--- config.mk ---
export PLATFORM = sky130hd
export DESIGN_NAME = zmod_rxalign_flat
export DESIGN_NICKNAME = d
export VERILOG_FILES = /design/src/rtl/zmod_rxalign_if.sv /design/src/rtl/zmod_rxalign.sv /design/src/flat_wrapper.sv
export SDC_FILE = /design/constraint.sdc
export NUM_CORES = 1
export LEC_CHECK = 0
export BUFFER_PORTS_ARGS = -buffer_cell sky130_fd_sc_hd__buf_4
export CORE_MARGIN = 5
export CORE_UTILIZATION = 45
export DETAILED_ROUTE_END_ITERATION = 12
export MAX_ROUTING_LAYER = met4
export PLACE_DENSITY = 0.77
export SYNTH_ARGS = -nofsm -noshare
export SYNTH_HDL_FRONTEND = slang
export SYNTH_SLANG_ARGS = --single-unit
--- constraint.sdc ---
create_clock -name clk -period 1.7 [get_ports clk]
set_clock_uncertainty 0.15 [all_clocks]
set_input_delay 0.17 -clock clk [delete_from_list [all_inputs] [get_ports clk]]
set_output_delay 0.17 -clock clk [all_outputs]
set_load 0.1 [all_outputs]
--- src/rtl/zmod_rxalign_if.sv ---
// Deserializer-side bus of the Zmod receive word aligner: raw words in,
// bitslip request back, registered aligned words out.
interface zmod_rxalign_if #(
   parameter int unsigned W = 8
);
   logic [W-1:0] din;
   logic         bitslip;
   logic [W-1:0] dout;
   logic         dout_valid;

   modport master (
      output din,
      input  bitslip,
      input  dout,
      input  dout_valid
   );

   modport slave (
      input  din,
      output bitslip,
      output dout,
      output dout_valid
   );
endinterface

--- src/rtl/zmod_rxalign.sv ---
// Zmod receive word aligner: hunts for TRAIN with bitslip pulses, then locks and forwards data.
// Optional lock-time mismatch statistics are built when ZMOD_RXALIGN_STATS_EN is defined.
module zmod_rxalign #(
   parameter int unsigned   W          = 8,
   parameter logic [W-1:0]  TRAIN      = 8'h5C,
   parameter int unsigned   SETTLE_CYC = 4,
   parameter int unsigned   MATCH_N    = 16
) (
   input  logic                 clk,
   input  logic                 rst,
   input  logic                 mmcm_locked,
   input  logic                 resync,
   input  logic                 train,
   zmod_rxalign_if.slave        bus,
   output logic                 aligned,
   output logic [$clog2(W)-1:0] slip_count,
   output logic                 err,
   output logic [15:0]          mismatch_cnt
);

   localparam int unsigned SW = $clog2(W);
   localparam logic [3:0]    SETTLE_LD  = 4'(SETTLE_CYC);
   localparam logic [7:0]    MATCH_LAST = 8'(MATCH_N - 1);
   localparam logic [SW-1:0] SLIP_LAST  = SW'(W - 1);

   typedef enum logic [2:0] {
      IDLE,
      SETTLE,
      CHECK,
      SLIP,
      LOCKED
   } state_e;

   state_e        state_q, state_d;
   logic [3:0]    settle_q, settle_d;
   logic [7:0]    match_q, match_d;
   logic [SW-1:0] slip_q, slip_d;
   logic          err_q, err_d;
   logic [W-1:0]  dout_q, dout_d;
   logic          valid_q, valid_d;

   always_ff @(posedge clk) begin
      if (rst) begin
         state_q  <= IDLE;
         settle_q <= '0;
         match_q  <= '0;
         slip_q   <= '0;
         err_q    <= 1'b0;
         dout_q   <= '0;
         valid_q  <= 1'b0;
      end else begin
         state_q  <= state_d;
         settle_q <= settle_d;
         match_q  <= match_d;
         slip_q   <= slip_d;
         err_q    <= err_d;
         dout_q   <= dout_d;
         valid_q  <= valid_d;
      end
   end

   always_comb begin
      state_d  = state_q;
      settle_d = settle_q;
      match_d  = match_q;
      slip_d   = slip_q;
      err_d    = err_q;
      unique case (state_q)
         IDLE: begin
            if (mmcm_locked) begin
               state_d  = SETTLE;
               settle_d = SETTLE_LD;
            end
         end
         SETTLE: begin
            settle_d = settle_q - 4'd1;
            if (settle_q == 4'd1) begin
               state_d = CHECK;
               match_d = '0;
            end
         end
         CHECK: begin
            if (bus.din == TRAIN) begin
               if (match_q == MATCH_LAST) state_d = LOCKED;
               else                       match_d = match_q + 8'd1;
            end else begin
               state_d = SLIP;
            end
         end
         SLIP: begin
            state_d  = SETTLE;
            settle_d = SETTLE_LD;
            if (slip_q == SLIP_LAST) begin
               slip_d = '0;
               err_d  = 1'b1;
            end else begin
               slip_d = slip_q + 1'b1;
            end
         end
         LOCKED: begin
            if (resync) begin
               state_d  = SETTLE;
               settle_d = SETTLE_LD;
            end
         end
         default: state_d = IDLE;
      endcase
      // Clock loss overrides everything, including an err set by a slip in flight.
      if (!mmcm_locked) begin
         state_d = IDLE;
         err_d   = err_q;
      end
      if (state_d == IDLE) slip_d = '0;
      // Data is only forwarded for cycles that are LOCKED on both sides of the edge.
      valid_d = (state_q == LOCKED) && (state_d == LOCKED);
      dout_d  = valid_d ? bus.din : '0;
   end

   always_comb begin
      bus.bitslip = (state_q == SLIP);
      aligned     = (state_q == LOCKED);
   end

   assign slip_count     = slip_q;
   assign err            = err_q;
   assign bus.dout       = dout_q;
   assign bus.dout_valid = valid_q;

`ifdef ZMOD_RXALIGN_STATS_EN
   logic [15:0] mm_q, mm_d;

   always_comb begin
      mm_d = mm_q;
      if ((state_d == LOCKED) && (state_q != LOCKED)) begin
         mm_d = '0;
      end else if ((state_q == LOCKED) && train && (bus.din != TRAIN) && (mm_q != '1)) begin
         mm_d = mm_q + 16'd1;
      end
   end

   always_ff @(posedge clk) begin
      if (rst) mm_q <= '0;
      else     mm_q <= mm_d;
   end

   assign mismatch_cnt = mm_q;
`else
   logic unused_train;
   assign unused_train = train;
   assign mismatch_cnt = '0;
`endif

endmodule

--- src/flat_wrapper.sv ---
// flat-port wrapper written by rule: the top's interface ports become plain ports
module zmod_rxalign_flat 
#(
   parameter int unsigned   W          = 8,
   parameter logic [W-1:0]  TRAIN      = 8'h5C,
   parameter int unsigned   SETTLE_CYC = 4,
   parameter int unsigned   MATCH_N    = 16
)
  (clk, rst, mmcm_locked, resync, train, aligned, slip_count, err, mismatch_cnt, bus_din, bus_bitslip, bus_dout, bus_dout_valid);
  zmod_rxalign_if #(.W(W)) bus_i ();
  input  logic clk;
  input  logic rst;
  input  logic mmcm_locked;
  input  logic resync;
  input  logic train;
  output logic aligned;
  output logic [$clog2(W)-1:0] slip_count;
  output logic err;
  output logic [15:0] mismatch_cnt;
  input wire logic [$bits(bus_i.din)-1:0] bus_din;
  output wire logic [$bits(bus_i.bitslip)-1:0] bus_bitslip;
  output wire logic [$bits(bus_i.dout)-1:0] bus_dout;
  output wire logic [$bits(bus_i.dout_valid)-1:0] bus_dout_valid;
  assign bus_i.din = bus_din;
  assign bus_bitslip = bus_i.bitslip;
  assign bus_dout = bus_i.dout;
  assign bus_dout_valid = bus_i.dout_valid;
  zmod_rxalign #(.W(W), .TRAIN(TRAIN), .SETTLE_CYC(SETTLE_CYC), .MATCH_N(MATCH_N)) u_core (.clk(clk), .rst(rst), .mmcm_locked(mmcm_locked), .resync(resync), .train(train), .bus(bus_i), .aligned(aligned), .slip_count(slip_count), .err(err), .mismatch_cnt(mismatch_cnt));
endmodule
== After elaboration in Yosys (flattened, before gate mapping) ==
Index checks and enable logic that the tools add are counted.

* Register bits: 28
* Bits of input ports: 13
* Output and inout port bits: 31

* Reduce and logical (&&, ||, !) cells: 11
* Muxes and demuxes: 14
* Bitwise logic cells: 1
* Add/subtract/negate cells: 3
* Equal/unequal tests: 14

{| class="wikitable"
|+ Operators by type and width
! operator !! number
|-
| $mux W8 || 3
|-
| $mux W3 || 6
|-
| $pmux W4 S4 || 1
|-
| $pmux W8 S2 || 1
|-
| $pmux W3 S4 || 1
|-
| $eq A3 B3 Y1 const B || 3
|-
| $add A8 B1 Y8 const B || 1
|-
| $eq A8 B4 Y1 const B || 1
|-
| $eq A8 B7 Y1 const B || 1
|-
| $mux W4 || 2
|-
| $eq A3 B2 Y1 const B || 2
|-
| $logic_not A3 Y1 || 2
|-
| $ne A2 B2 Y1 const B || 3
|-
| $reduce_and A3 Y1 || 2
|-
| $reduce_or A2 Y1 || 3
|-
| $eq A4 B1 Y1 const B || 1
|-
| $ne A2 B1 Y1 const B || 2
|-
| $reduce_and A4 Y1 || 1
|-
| $reduce_bool A4 Y1 || 1
|-
| $sub A4 B1 Y4 const B || 1
|-
| $add A3 B1 Y3 const B || 1
|-
| $eq A3 B1 Y1 const B || 1
|-
| $reduce_bool A2 Y1 || 1
|-
| $logic_and A1 B1 Y1 || 1
|-
| $not A1 Y1 || 1
|}

== Depth between registers and ports, before layout ==
Gate-level depths: netlist of the first run.

* Depth in word-level cells: 9
* Depth in mapped cells: 6
* Depth with buffers taken out: 6

== Least setup slack after synthesis of the first run ==
No wires, ideal clock.

* Path type: flip-flop to flip-flop
* Start point: reg u_core.state_q[0]
* End point: reg u_core.dout_q[0] (netlist: u_core.bus.dout[0])
* Stages on the path, launching flop included: 5
* Setup slack: -2.014 ns
* Arrival time: 3.504 ns
* Required time: 1.490 ns
* Clock period less this slack: 3.714 ns
* Path buffers: 1
* Cell sequence: dfxtp_1 -> buf_2 -> nor3b_1 -> nor3b_2 -> and2_1

* Elaborated cells on any way between the ends: 16
* Classes of those cells: 5 x eq/ne; 6 x mux; 1 x bitwise; 4 x reduce/logical

{| class="wikitable"
|+ RTL lines
! item !! RTL line !! RTL
|-
| start, declared || zmod_rxalign.sv:34 || <nowiki>state_e state_q, state_d;</nowiki>
|-
| start signal, assigned || zmod_rxalign.sv:52 || <nowiki>state_q <= state_d;</nowiki>
|-
| $eq A3 B3 Y1 (*) || n/a ||
|-
| via aligned || flat_wrapper.sv:16 || <nowiki>output logic aligned;</nowiki>
|-
| $pmux W3 S4 || zmod_rxalign.sv:68 || <nowiki>unique case (state_q)</nowiki>
|-
| $mux W3 || zmod_rxalign.sv:109 || <nowiki>if (!mmcm_locked) begin</nowiki>
|-
| $eq A3 B3 Y1 || zmod_rxalign.sv:115 || <nowiki>valid_d = (state_q == LOCKED) && (state_d == LOCKED);</nowiki>
|-
| $logic_and A1 B1 Y1 (*) || zmod_rxalign.sv:115 ||
|-
| $not A1 Y1 (no line) (*) || n/a ||
|-
| $reduce_or A2 Y1 (no line) (*) || n/a ||
|-
| end signal, assigned || zmod_rxalign.sv:57 || <nowiki>dout_q <= dout_d;</nowiki>
|-
| end, declared || zmod_rxalign.sv:39 || <nowiki>logic [W-1:0] dout_q, dout_d;</nowiki>
|}

Mark *: on every way through the listed nets, which the timed path passes. The rest lies on a longest branch.
A chain may end at the register's enable or synchronous reset.

== Worst setup path after layout of the first run ==
* Start point: reg u_core.state_q[0]
* End point: reg u_core.match_q[5]

* Longest elaborated chain between the ends: 3
* Elaborated cells on any way between the ends: 8
* Classes of those cells: 5 x eq/ne; 1 x mux; 2 x reduce/logical

{| class="wikitable"
|+ Ends and longest elaborated chain
! item !! RTL line !! RTL
|-
| $eq A3 B2 Y1 / $eq A3 B1 Y1 (equally long branches) || zmod_rxalign.sv:68 ||
|-
| $ne A2 B1 Y1 (no line), or another cell as far along || n/a ||
|-
| $reduce_and A4 Y1 (no line) || n/a ||
|-
| end signal, assigned || zmod_rxalign.sv:54 || <nowiki>match_q <= match_d;</nowiki>
|-
| end, declared || zmod_rxalign.sv:36 || <nowiki>logic [7:0] match_q, match_d;</nowiki>
|}

Parallel ways exist; a longest one is shown, timed or not.

==> impl_results.md, run 1 <==
* Status: finished, final reports clean
* Setup TNS at 0 ns
* Layout Nets at between 200 and 250
* Global-route wire length before repair at roughly 5700 um
* Vias in the first global route at 1276
* Initial antenna violation count at 0
* Hold Vio Cnt, Final at 0
* Inserted Diodes at 0
* Reg power frac at approximately half
* Number of cell rows at 20
* Final instance area at roughly 2100 sq um
* # IOs at 44
* Wire per inst at 15.9 um
* Bufs and invs on worst path at 0
* Total CTS buffers at 3
* DR vias/cell at 5.40
* WHS at 0.257 ns
* CTS tree: built
* Largest net degree at the start of global routing at 17
* Drt first pass iters at 4
* Clock Pin Slew Worst Setup and Hold Paths at about 0.15 ns
* MaxCap Viol Count at 0
* Hold Crit Class: input pin to flip-flop
* Root buf cell: clkbuf_4
* DRC at 0
* Cell Area, Synth at 1370 sq um
* Comb power frac at 20.0%
* Detail Route Antenna Nets at 0
* Die H at roughly 65 um
* Switching power total at 0.000422 W
* Leak at 0.870 nW
* FMAX at 590 MHz
* WS Path Type: flip-flop to flip-flop
* Routability-driven placement congestion ratio at 0.880
* I/O Buffers at 26
* Synthesized area per cell at ~9.1 sq um
* Clock Power Share at 31.7%
* Dpl hpwl at 2360 um
* Routed vias at 1329
* CP Max Fanout at 6
* Fin crit share at 99.7%
* Grt total ovfl at 0
* Min Tclk post-route at 1.70 ns
* Commonest non-fill, non-tap cell in the layout: buf_4
* 1st-iter DRT viols at 35
* Number of synthesized flops with an enable pin at 0
* Max-slew violations at 0
* Clock Tree Buf Depth at 2
* Syn-to-layout area delta at 54.6%
* Htree depth at 1
* Syn. warnings at 0
* Worst vdd ir at 343 uV
* Most frequent cells in the layout: buf_4, dfxtp_1, conb_1
* Netlist cell types at 39
* Net Sw Frac at 30.3%
* Final setup fails at 0
* Top delay family on crit path: simple AND/OR/NAND/NOR gates
* Synth Flop Type: dfxtp_1
* Worst endpoint required time at 1.83 ns
* Detailed Route WL at 3900 um
* Slowest stage delay, CP at 0.54 ns
* Startpoint Class: flip-flop
* Core ar. at between 2000 and 3000 sq um
* Initial Util at 46.1%
* Clock latency on the worst-skew pair at about 0.34 ns
* Nature of the critical path endpoint: flip-flop
* Sequential area share after synthesis at 40.9%
* Post-Synthesis Cells at 151
* Dpl cell area at about 1700 sq um
* Pint at 0.000970 W
* Cell Chain, Critical Path: nor3b_4 > nand3_4 > or4_4 > a21oi_2
* Power density cells at 657 nW/um^2
* Tot GR Track Use at 17.5%
* Sinks on Clock Net at 28
* RSZ-0062 raised after global routing: yes
* #FFs+latches synth at 28
* Layout cell share with drive strength beyond 1 at 46.9%
* Final core occ at 71.2%
* Die X at approximately 65 um
* Async set or reset register ratio after synthesis at 0%
* Slowest-stage cell, CP: or4_4
* WP data arrival at 1.83 ns
* Full die area at 4250 sq um
-- area by class of cell --
cell class                      count  area [sq um]
Tap cell                           33          41.3
Clock inverter                      1          30.0
Fill cell                         209           858
Inverter                            5          22.5
Sequential cell                    28           579
Clock buffer                        3          22.5
Multi-Input combinational cell    115           898
Timing Repair Buffer               61           526
-- worst reg2reg max path: stages (launching register included) --
cell and delay [ns]:
dfxtp_4 0.39, nor3b_4 0.27, nand3_4 0.15, or4_4 0.54, a21oi_2 0.14
-- power by group through the flow --
stage                     clock network (W)  registers, W  logic [W]
after CTS                          0.000437      0.000673   0.000264
final                              0.000441      0.000673   0.000278
after detailed placement                  0      0.000687   0.000236
after floorplan                           0      0.000684   0.000229
after global routing               0.000470      0.000673   0.000291
after global placement                    0      0.000686   0.000231
-- through the flow --
| stage | cells | power [W] | setup slack (ns) |
|---|---|---|---|
| final | 246 | 0.00139 | 0.00483 |
| after global routing | 246 | 0.00143 | -0.0859 |
| after CTS | 238 | 0.00137 | -0.0238 |
| after detailed placement | 221 | 0.000922 | -0.131 |
| after global placement | 221 | 0.000917 | -0.0475 |
| after floorplan | 166 | 0.000914 | -0.337 |
-- cell usage after synthesis (all sizes together), types with 3 or more instances --
| master | n | area share, % |
|---|---|---|
| nand2 | 12 | 3.3 |
| dfxtp | 28 | 41 |
| ha | 5 | 4.6 |
| a21oi | 14 | 5.1 |
| nor3b | 3 | 2.8 |
| and2 | 8 | 3.6 |
| inv | 5 | 1.4 |
| nor2 | 7 | 1.9 |
| o21ai | 3 | 1.1 |
| a31oi | 3 | 1.4 |
| nand3 | 4 | 1.8 |
| or4 | 5 | 2.7 |
| o31ai | 6 | 3.3 |
| buf | 18 | 9.5 |
| nand2b | 3 | 1.4 |
-- cell families (layout without fill, tap and decap cells) --
| logic type | count (synthesis) | after routing | share of synthesized area, % |
|---|---|---|---|
| mux | 1 | 1 | 0.730 |
| flops | 28 | 28 | 40.9 |
| buf+inv | 24 | 70 | 11.1 |
| compound gates | 35 | 35 | 16.2 |
| other cells | 1 | 16 | 0.273 |
| fa+ha+maj | 5 | 5 | 4.56 |
| simple gates | 57 | 58 | 26.3 |
-- sequential cells by signal, summed over array words and instances (netlist names) --
name / count
u_core.state_q: 3
u_core.match_q: 8
u_core.bus.dout_valid: 1
u_core.settle_q: 4
u_core.slip_count: 3
u_core.bus.dout: 8
u_core.err: 1
-- per-layer routing --
layer	GRT usage [%]	wire (um)	vias up
met5	-	0	-
met4	8.81	112	0
met3	3.08	146	13
met2	31.0	2200	33
met1	18.8	1440	643
li1	-	-	640
-- worst paths after layout --
check | from | endpoint | slack [ns] | cells after the start
worst max-delay path | u_core.state_q[0] | u_core.match_q[5] | 0.005 | 4
worst min-delay path | bus_din[5] | u_core.state_q[2] | 0.26 | 4
worst max register to register | u_core.state_q[0] | u_core.match_q[5] | 0.005 | 4
worst min register to register | u_core.slip_count[1] | u_core.slip_count[1] | 0.34 | 2
-- what timing repair did --
item                                    CTS  global route
gates resized for setup                  13            38
pin swaps                                 0            10
setup buffers                             2             8
endpoints found under the setup margin   10            14
hold buffers                             11             0
endpoints found under the hold margin    14             0
gates cloned                              0             1
Note: power is estimated with default switching activity, not from simulation.
==> run 2: changes to the inputs <==
--- a/config.mk
+++ b/config.mk
@@ -7,10 +7,10 @@
 export LEC_CHECK = 0
 export BUFFER_PORTS_ARGS = -buffer_cell sky130_fd_sc_hd__buf_4
 export CORE_MARGIN = 5
-export CORE_UTILIZATION = 45
+export CORE_UTILIZATION = 52
 export DETAILED_ROUTE_END_ITERATION = 12
 export MAX_ROUTING_LAYER = met4
-export PLACE_DENSITY = 0.77
+export PLACE_DENSITY = 0.83
 export SYNTH_ARGS = -nofsm -noshare
 export SYNTH_HDL_FRONTEND = slang
 export SYNTH_SLANG_ARGS = --single-unit
==> constraint.sdc (replaced) <==
create_clock -name clk -period 2 [get_ports clk]
set_clock_uncertainty 0.15 [all_clocks]
set_input_delay 0.2 -clock clk [delete_from_list [all_inputs] [get_ports clk]]
set_output_delay 0.2 -clock clk [all_outputs]
set_load 0.1 [all_outputs]
==> impl_results.md, run 2 (same netlist as run 1, synthesis figures left out) <==
* Comb power frac at 20.4%
* Total CTS buffers at 3
* Global-route wire length before repair at 5010 um
* Clock latency on the worst-skew pair at 0.32 ns
* Dpl hpwl at 2220 um
* FMAX at 522 MHz
* Wire per inst at 13.4 um
* Root buf cell: clkbuf_4
* DRC at 0
* 1st-iter DRT viols at 33
* Slowest stage delay, CP at 0.58 ns
* Number of cell rows at 18
* I/O Buffers at 26
* Net Sw Frac at 31.5%
* WS Path Type: flip-flop to flip-flop
* Commonest non-fill, non-tap cell in the layout: buf_4
* Final std cells w/o fill at ~220
* Reg power frac at 54.2%
* Clock Power Share at between 20% and 30%
* Status: finished, final reports clean
* Startpoint Class: flip-flop
* Nature of the critical path endpoint: flip-flop
* RSZ-0062 raised after global routing: no
* Sinks on Clock Net at 28
* Detailed Route WL at 2970 um
* CTS tree: built
* Dpl cell area at 1570 sq um
* Final instance area at 1730 sq um
* Placed cells at 206
* CP Max Fanout at 8
* Hold Vio Cnt, Final at 0
* MaxCap Viol Count at 0
* Syn-to-layout area delta at 25.9%
* Worst endpoint required time at 2.08 ns
* Rel. slew slack at around 65%
* # Post-CTS Setup Buffers at 0
* Min Tclk post-route at ~1.9 ns
* Hold Crit Class: input pin to flip-flop
* Initial antenna violation count at 0
* Power density cells at 611 nW/um^2
* Grt total ovfl at 0
* Fin crit share at 95.7%
* Pint at just over 0.0007 W
* Clock Tree Buf Depth at 2
* Total power at 0.00106 W
* Tot GR Track Use at roughly 18%
* Initial Util at between 50% and 60%
* DR vias/cell at 5.44
* Vias in the first global route at 1168
* Leak at 0.723 nW
* Slowest-stage cell, CP: or4_1
* Cell Chain, Critical Path: or4_1 > nor2_1 > nor4b_1 > a31o_2
* Layout cell share with drive strength beyond 1 at roughly 23%
* # IOs at between 40 and 50
* Largest net degree at the start of global routing at 17
* Routed vias at between 1000 and 1500
* Final setup fails at 0
* Pre-CTS setup slack at roughly 0.12 ns
* Layout Nets at 210
* Detail Route Antenna Nets at 0
* Max-slew violations at 0
* Htree depth at 1
* Full die area at 3760 sq um
* Final worst slack at 0.0853 ns
* Worst-Margin Slew at 0.515 ns
* Routability-driven placement congestion ratio at 0.817
* Clock Pin Slew Worst Setup and Hold Paths at approximately 0.14 ns
* Switching power total at 0.000332 W
* WP data arrival at roughly 2.0 ns
* Core ar. at around 2500 sq um
* Inserted Diodes at 0
* Top delay family on crit path: simple AND/OR/NAND/NOR gates
* Die X at 61.4 um
* Worst vdd ir at between 500 and 600 uV
* Bufs and invs on worst path at 0
* Die H at 61.4 um
* Drt first pass iters at 4
* Most frequent cells in the layout: buf_4, dfxtp_1, conb_1
* Final core occ at 69.1%
## run 2: changes by cell type in the layout (fill, tap and decap cells not counted), moves of 3 or more
cell / delta
a21oi_1: +5
or4_4: -4
buf_6: -3
o31ai_2: -3
dfxtp_2: -7
dfxtp_1: +9
o31ai_1: +3
a21oi_2: -5
buf_4: -16
or4_1: +4
## run 2: stage by stage
stage	setup TNS (ns)	hold slack [ns]
3_3_place_gp	0	0.263
4_1_cts	0	0.120
3_5_place_dp	0	0.268
5_1_grt	0	0.145
6_report	0	0.119
2_1_floorplan	-0.399	0.140
## run 2: routing by layer
| metal | wire length (um) | vias to the layer above | share of wire [%] | GRT usage, % |
|---|---|---|---|---|
| met5 | 0 | - | 0 | - |
| met4 | 58 | 0 | 2.0 | 9.39 |
| met3 | 199 | 4 | 6.7 | 0.839 |
| met2 | 1490 | 38 | 50 | 31.6 |
| met1 | 1220 | 564 | 41 | 20.7 |
| li1 | - | 596 | - | - |
## run 2: path summary, 6_finish.rpt
path / from / to / slack [ns] / depth (start not counted)
max reg2reg: u_core.match_q[4] / u_core.match_q[1] / 0.09 / 4
max: u_core.match_q[4] / u_core.match_q[1] / 0.09 / 4
min reg2reg: u_core.slip_count[1] / u_core.slip_count[1] / 0.33 / 2
min: mmcm_locked / u_core.bus.dout_valid / 0.12 / 3
## run 2: cell type report
class,instances,area [sq um]
clock buffer,4,36.3
fill,190,773
inverter,5,18.8
multi-input combinational,114,739
sequential,28,563
tap,30,37.5
timing repair buffer,40,332
## run 2: what timing repair did
action                                  in CTS  in global routing
endpoints found under the hold margin       14                  0
resized for setup                            0                  3
endpoints found under the setup margin       0                  7
hold buffers                                11                  0
## run 2: power by group through the flow
stage | clock, W | sequential, W | combinational (W)
after floorplan | 0 | 0.000582 | 0.000194
after global placement | 0 | 0.000584 | 0.000194
after detailed placement | 0 | 0.000584 | 0.000197
after CTS | 0.000280 | 0.000572 | 0.000212
after global routing | 0.000303 | 0.000574 | 0.000227
final | 0.000268 | 0.000572 | 0.000215
## run 2: worst register-to-register path, delay by kind of cell (launching register included)
| kind | cells | cell delay, ns |
|---|---|---|
| and+or+nand+nor | 3 | 1.08 |
| DFF | 1 | 0.37 |
| AOI/OAI and AO/OA | 1 | 0.22 |
==> run 3: changes to the inputs <==
--- a/config.mk
+++ b/config.mk
@@ -7,10 +7,10 @@
 export LEC_CHECK = 0
 export BUFFER_PORTS_ARGS = -buffer_cell sky130_fd_sc_hd__buf_4
 export CORE_MARGIN = 5
-export CORE_UTILIZATION = 52
+export CORE_UTILIZATION = 49
 export DETAILED_ROUTE_END_ITERATION = 12
 export MAX_ROUTING_LAYER = met4
-export PLACE_DENSITY = 0.83
+export PLACE_DENSITY = 0.79
 export SYNTH_ARGS = -nofsm -noshare
 export SYNTH_HDL_FRONTEND = slang
 export SYNTH_SLANG_ARGS = --single-unit
==> constraint.sdc (replaced) <==
create_clock -name clk -period 2.13 [get_ports clk]
set_clock_uncertainty 0.15 [all_clocks]
set_input_delay 0.213 -clock clk [delete_from_list [all_inputs] [get_ports clk]]
set_output_delay 0.213 -clock clk [all_outputs]
set_load 0.1 [all_outputs]
==> impl_results.md, run 3 (same netlist as run 1, synthesis figures left out) <==
* FF-to-FF path depth at 6
* Routed vias at 1160
* Core ar. at 2710 sq um
* Detailed Route WL at 2850 um
* Final core occ at 63.3%
* Htree depth at 1
* Startpoint Class: input pin
* Hold Crit Class: input pin to flip-flop
* MaxCap Viol Count at 0
* Final std cells w/o fill at 220
* Power density cells at 583 nW/um^2
* # Post-CTS Setup Buffers at 0
* Detail Route Antenna Nets at 0
* 1st-iter DRT viols at 37
* Initial antenna violation count at 0
* Met2 Use GR at 25.1%
* Clock Tree Buf Depth at 2
* Cell Chain, Critical Path: dlygate4sd3_1 > buf_4 > and4bb_2 > nand3_4 > or4_1 > a21oi_1
* WS Path Type: input pin to flip-flop
* Top Usage Layer GRT: met2
* Full die area at 3960 sq um
* Worst reg2reg setup slack at 0.21 ns
* Largest net degree at the start of global routing at 17
* Nature of the critical path endpoint: flip-flop
* RSZ-0062 raised after global routing: no
* Sinks on Clock Net at 28
* Leak at 0.713 nW
* DRC at 0
* Placed cells at 205
* Initial Util at 50.6%
* Slowest-stage cell, CP: dlygate4sd3_1
* Hold Vio Cnt, Final at 0
* FF-to-FF End: u_core.err
* Worst-Margin Slew at slightly below 0.5 ns
* # IOs at 44
* Fin crit share at 92.8%
* Global-route wire length before repair at 5080 um
* FMAX at 506 MHz
* Min Tclk post-route at 1.98 ns
* Final worst slack at between 0.15 and 0.2 ns
* Final setup fails at 0
* Pre-CTS setup slack at 0.248 ns
* Setup TNS at 0 ns
* Syn-to-layout area delta at 25.0%
* M3 GR Usage at 2.70%
* Status: finished, final reports clean
* Origin of the worst min-delay path: mmcm_locked
* Clock Pin Slew Worst Setup and Hold Paths at 0.15 ns
* Slowest stage delay, CP at 0.54 ns
* I/O Buffers at 26
* Total CTS buffers at 3
* CP Max Fanout at 16
* Routability-driven placement congestion ratio at ~0.78
* Tot GR Track Use at 15.7%
* Commonest non-fill, non-tap cell in the layout: dfxtp_1
* Clock latency on the worst-skew pair at ~0.33 ns
* Number of cell rows at 19
* Worst vdd ir at roughly 430 uV
* Rel. slew slack at between 60% and 70%
* Layout cell share with drive strength beyond 1 at ~22%
* Crit path to: u_core.match_q[5]
* Root buf cell: clkbuf_4
* Max-slew violations at 0
* Filler cells at 230
* Grt total ovfl at 0
* DR vias/cell at 5.27
* Layout Nets at around 210
* R2R Path Start: u_core.state_q[0]
* Worst Setup SP: bus_din[0]
* Worst endpoint required time at 2.24 ns
* Inserted Diodes at 0
* WP data arrival at 2.09 ns
* Drt first pass iters at 4
* Dpl hpwl at 2090 um
* Die X at 62.9 um
* Wire per inst at about 13 um
* Die H at 62.9 um
* Most frequent cells in the layout: dfxtp_1, buf_4, conb_1
* CTS tree: built
* Vias in the first global route at 1090
* Met1 usage at 19.7%
-- run 3: changes by cell type in the layout (fill, tap and decap cells not counted) --
| cell | change |
|---|---|
| dfxtp_2 | -1 |
| nor2b_1 | -1 |
| dfxtp_1 | +1 |
| buf_4 | -2 |
| nor2b_2 | +1 |
-- run 3: final cells by class --
cell class / count / area, sq um / area share [%]
timing repair buffer: 38 / 317 / 18.5
sequential: 28 / 562 / 32.8
tap: 31 / 38.8 / 2.26
clock buffer: 4 / 36.3 / 2.12
inverter: 5 / 18.8 / 1.09
multi-input combinational: 114 / 742 / 43.3
-- run 3: power breakdown --
part	total (W)	switching, W	internal [W]	leakage, nW
Combinational	0.000197	0.000155	0.0000418	0.465
Sequential	0.000539	0.00000829	0.000531	0.227
Clock	0.000263	0.000159	0.000105	0.0210
Total	0.000999	0.000322	0.000677	0.713
-- run 3: per-stage QoR --
stage | power, W | hold WS (ns) | cell area, sq um
after floorplan | 0.000727 | 0.153 | 1450
after global placement | 0.000728 | 0.276 | 1550
after CTS | 0.00101 | 0.117 | 1700
after detailed placement | 0.000730 | 0.280 | 1550
after global routing | 0.00105 | 0.121 | 1710
final | 0.000999 | 0.124 | 1710
-- run 3: per-layer routing --
layer / routed length, um / up-vias
met3: 147 / 2
li1: - / 585
met2: 1430 / 35
met1: 1260 / 538
met5: 0 / -
met4: 11 / 0
-- run 3: how the worst min path moves through the flow --
| stage | cells after the start | slack (ns) | to |
|---|---|---|---|
| finish | 3 | 0.12 | u_core.bus.dout_valid |
| global route | 3 | 0.12 | u_core.bus.dout_valid |
| CTS | 3 | 0.12 | u_core.bus.dout_valid |
| detailed placement | 2 | 0.28 | u_core.bus.dout[1] |
| global placement | 2 | 0.28 | u_core.bus.dout[0] |
| floorplan | 1 | 0.15 | u_core.bus.dout_valid |
-- run 3: repair_timing --
action | in CTS | in global routing
endpoints found under the hold margin | 14 | 0
hold buffers | 11 | 0
gates resized for setup | 1 | 3
endpoints found under the setup margin | 1 | 7
-- run 3: critical path: cells and delay by family --
| kind | cells | cell delay (ns) |
|---|---|---|
| AOI/OAI and AO/OA | 1 | 0.16 |
| buffers and inverters | 2 | 0.68 |
| and+or+nand+nor | 3 | 1.02 |
